### config.mk
export PLATFORM = sky130hd
export DESIGN_NAME = if_stage
export DESIGN_NICKNAME = d
export VERILOG_FILES = /design/src/rtl/rv32_pkg.sv /design/src/rtl/if_stage.sv
export SDC_FILE = /design/constraint.sdc
export NUM_CORES = 1
export LEC_CHECK = 0
export CORE_MARGIN = 10
export CORE_UTILIZATION = 47
export DETAILED_ROUTE_END_ITERATION = 10
export PLACE_DENSITY = 0.87
export SLEW_MARGIN = 20
export SYNTH_ARGS = -nofsm -noshare
export SYNTH_HDL_FRONTEND = slang
export SYNTH_SLANG_ARGS = --single-unit
### constraint.sdc
create_clock -name clk -period 2.4 [get_ports clk]
set_clock_uncertainty 0.1 [all_clocks]
set_input_delay 0.24 -clock clk [delete_from_list [all_inputs] [get_ports clk]]
set_output_delay 0.24 -clock clk [all_outputs]
set_load 0.01 [all_outputs]
### src/rtl/rv32_pkg.sv
// Shared RV32 definitions: data width, the canonical NOP encoding, fetch FSM states.
package rv32_pkg;
  localparam int XLEN = 32;
  localparam logic [XLEN-1:0] NOP = 32'h0000_0013;

  typedef enum logic [1:0] {
    S_FETCH   = 2'd0,
    S_WAIT    = 2'd1,
    S_DISCARD = 2'd2
  } fetch_state_e;
endpackage

### src/rtl/if_stage.sv
// Instruction fetch stage: single-outstanding imem requests, one-entry output buffer,
// redirect handling that drops wrong-path responses.
module if_stage
  import rv32_pkg::*;
#(
  parameter logic [XLEN-1:0] RESET_PC = 32'h0000_0000
) (
  input  logic            clk,
  input  logic            resetn,
  input  logic            stall,
  input  logic            redirect_valid,
  input  logic [XLEN-1:0] redirect_pc,
  output logic            imem_req,
  output logic [XLEN-1:0] imem_addr,
  input  logic            imem_gnt,
  input  logic            imem_rvalid,
  input  logic [XLEN-1:0] imem_rdata,
  output logic [XLEN-1:0] if_pc,
  output logic [XLEN-1:0] if_instr,
  output logic            if_valid
);

  fetch_state_e    r_state;
  fetch_state_e    w_state_nxt;
  logic [XLEN-1:0] r_pc_q;
  logic [XLEN-1:0] r_req_pc;
  logic            r_buf_valid;
  logic [XLEN-1:0] r_buf_pc;
  logic [XLEN-1:0] r_buf_instr;
  logic            w_req;
  logic            w_accept;
  logic            w_take_rsp;
  logic [XLEN-1:0] w_redirect_pc;

  assign w_redirect_pc = redirect_pc & ~32'd3;

  // Issue only when the buffer is free (or drains this cycle), so a response always finds it empty.
  always_comb begin
    w_state_nxt = r_state;
    w_req       = 1'b0;
    case (r_state)
      S_FETCH: begin
        w_req = !redirect_valid && (!r_buf_valid || !stall);
        if (w_req && imem_gnt) w_state_nxt = S_WAIT;
      end
      S_WAIT: begin
        if (redirect_valid)   w_state_nxt = imem_rvalid ? S_FETCH : S_DISCARD;
        else if (imem_rvalid) w_state_nxt = S_FETCH;
      end
      S_DISCARD: begin
        if (imem_rvalid) w_state_nxt = S_FETCH;
      end
      default: w_state_nxt = S_FETCH;
    endcase
  end

  assign imem_req   = resetn && w_req;
  assign imem_addr  = r_pc_q;
  assign w_accept   = imem_req && imem_gnt;
  assign w_take_rsp = (r_state == S_WAIT) && imem_rvalid && !redirect_valid;

  always_ff @(posedge clk) begin
    if (!resetn) begin
      r_state     <= S_FETCH;
      r_pc_q      <= RESET_PC;
      r_req_pc    <= RESET_PC;
      r_buf_valid <= 1'b0;
      r_buf_pc    <= '0;
      r_buf_instr <= NOP;
    end else begin
      r_state <= w_state_nxt;
      if (w_accept) r_req_pc <= r_pc_q;
      if (redirect_valid) begin
        r_pc_q      <= w_redirect_pc;
        r_buf_valid <= 1'b0;
      end else if (w_take_rsp) begin
        r_buf_valid <= 1'b1;
        r_buf_pc    <= r_req_pc;
        r_buf_instr <= imem_rdata;
        r_pc_q      <= r_req_pc + 32'd4;
      end else if (r_buf_valid && !stall) begin
        r_buf_valid <= 1'b0;
      end
    end
  end

  // A redirect kills the presented instruction in the same cycle.
  assign if_valid = resetn && r_buf_valid && !redirect_valid;
  assign if_instr = if_valid ? r_buf_instr : NOP;
  assign if_pc    = resetn ? r_buf_pc : '0;

endmodule

==> qor.yml <==
dp.cells: 1030
final.min_clock_period_ns: 2.30
nNetsFinal: 973
viasPerCell: 5.37
firstDrtPassIters: 5
fin_tns_setup_ns: 0
critPathArrivalTime_ns: 1.96
setup.worst_path.end_class: "primary output"
die-area_mm2: 0.0169
seqPwrFrac: 0.445
min_path_type: "primary input to register"
crit_chain: "clkdlybuf4s50_1, nand2b_1, nor2_2, buf_12, and2_1, clkdlybuf4s50_1"
finish.utilization: 0.684
cp_slowest_cell: "clkdlybuf4s50_1"
synth_cell_type_count: 43
core_area_mm2: 0.0120
grt_pass1_vias: 5403
synth_area_leaders: "dfxtp_1 46%, nand2_1 14%, a21oi_1 9.9%"
cellLeakagePower_nw: 2.90
synth_warnings: 0
combPwrFrac: 0.082
hold_slack_ns: 0.177
routed_wl_mm: 17.6
area_growth_pct: 43.5
cts_made_buffers: 17
avgRoutedWirePerCell_um: 16.5
synth_area_per_cell_um2: 7.67
cts-root-buf: "clkbuf_16"
drive_gt1_frac: 0.0809
n_antenna_cell: 0
maxSlewViolCount: 0
setup_violations: 0
ctsHtreeMaxLevel: 4
clkTransAtPathRegs_ns: 0.05
ys_ff_latch: 131
numClockSinks: 131
drv_cap: 0
rsz0062_at_grt: "no"
synth_top_area_cell: "dfxtp_1"
final_cell_mix: "216 x nand2_1, 163 x clkdlybuf4s50_1, 131 x dfxtp_1, 113 x a21oi_1, 62 x and2_1"
synth_top_area_frac: 0.460
start_util: 0.477
clock_latency_ns: 0.41
postCtsHoldBufs: 0
switching_share: 0.228
syn_area_mm2: 0.00570
dp_hpwl_mm: 12.4
grt_antenna_before_repair: 0
layout_commonest_cell: "nand2_1"
place_congestion: 0.849
cpPeakStageDelay_ns: 0.54
synth_nets: 814
worstPathRequired_ns: 2.06
detail_route.iter0.violations: 429
postRouteAntennaNets: 0
synth_ff_type: "dfxtp_1"
crit_type: "primary input to primary output"
io_pins: 168
cts_buffer_depth: 2
die_h_um: 130
fin_cells: 1062
grt.total_usage: 0.206
fin_crit_sh: 0.957
netlist_instances: 743
drc: 0
cp_max_fo: 30
synth_edf_count: 0
tritoncts: "done"
critPathLaunchType: "primary input"
relSlewSlack: 0.587
rows: 40
clockPowerShare: 0.474
powerDensity_mw_per_mm2: 624
p_switching_mw: 1.16
finalHoldViolCount: 0
portBuffers: 165
grt_overflow_total: 0
crit_path_frequent_cell: "clkdlybuf4s50_1"
async_flop_share: 0
grt_start_max_net_pins: 59
die_width_um: 130
grt_pass1_wl_mm: 27.8
outcome: "completed"
yosysSeqAreaShare: 0.460
internal_power_mw: 3.94
fmaxAchievable_mhz: 435
num_vias: 5706
ir_drop_uv: 331
worst_slew_pin_slew_ns: 0.619
-- state kept, by name, indices dropped and copies added, names as in the netlist --
register	cells
r_buf_instr	32
r_req_pc	32
r_buf_pc	32
r_state	2
r_buf_valid	1
imem_addr	32
-- critical path: cells and delay by family --
kind	cells	cell delay (ns)
AND/OR/NAND/NOR	3	0.52
buffers and inverters	3	1.19
-- what timing repair did --
item,in CTS,in global routing
gates resized for setup,0,2
endpoints found under the setup margin,0,13
setup buffers,0,0
-- final timing paths --
check / slack [ns] / cells past startpoint / to / startpoint
worst max register to register: 0.21 / 7 / imem_addr[28] / r_req_pc[2]
worst max-delay path: 0.10 / 6 / if_instr[19] / redirect_valid
worst min-delay path: 0.18 / 3 / r_buf_instr[0] / resetn
worst min register to register: 0.35 / 2 / r_buf_instr[24] / r_buf_instr[24]
-- cell families after synthesis --
family / share of synthesized area
AND/OR/NAND/NOR: 0.301
buffers and inverters: 0.0426
XOR/XNOR: 0.0384
flip-flops: 0.460
AO/OA/AOI/OAI: 0.152
multiplexers: 0.00395
adder cells (fa/ha/maj): 0.00219
-- power by group through the flow --
stage	registers (mW)	clock network, mW	logic, mW
6_report	2.27	2.42	0.417
5_1_grt	2.27	2.54	0.453
4_1_cts	2.27	2.45	0.419
3_5_place_dp	2.31	0	0.416
3_3_place_gp	2.31	0	0.411
2_1_floorplan	2.32	0	0.155
-- synth_stat cells (all sizes together) (2+ instances only) --
master,n
and3,10
o22ai,3
o21ai,14
nor2,20
nand2,217
buf,5
nand4,10
or3,5
inv,7
and2,62
a221oi,5
o221ai,5
a211oi,7
a21oi,113
xor2,19
o21a,2
dfxtp,131
nor4,4
nand3,17
mux2,2
xnor2,6
nor3,12
clkbuf,51
a22oi,2
-- area by class of cell --
cell class / count / area [µm²]
flip-flops and latches: 131 / 2620
multi-input cells: 549 / 2850
clock buffers: 22 / 474
well taps: 147 / 184
repair buffers: 196 / 1940
clock inverters: 10 / 82.6
inverters: 7 / 27.5
fillers: 989 / 3780
-- stage by stage --
stage                     setup WS, ns  cell area [µm²]  total power, mW
after floorplan                  0.512             5700             2.48
after global placement          0.0488             7620             2.72
after detailed placement        0.0505             7620             2.73
after CTS                       0.0457             8180             5.14
after global routing           0.00248             8180             5.27
final                            0.104             8180             5.10
-- metal layers --
layer,global-route usage,up-vias,part of all wire
li1,-,2799,-
met1,0.250,2634,0.42
met2,0.337,238,0.46
met3,0.0568,35,0.091
met4,0.0840,0,0.022
met5,0,-,0
Power figures use the tool's default switching activity.
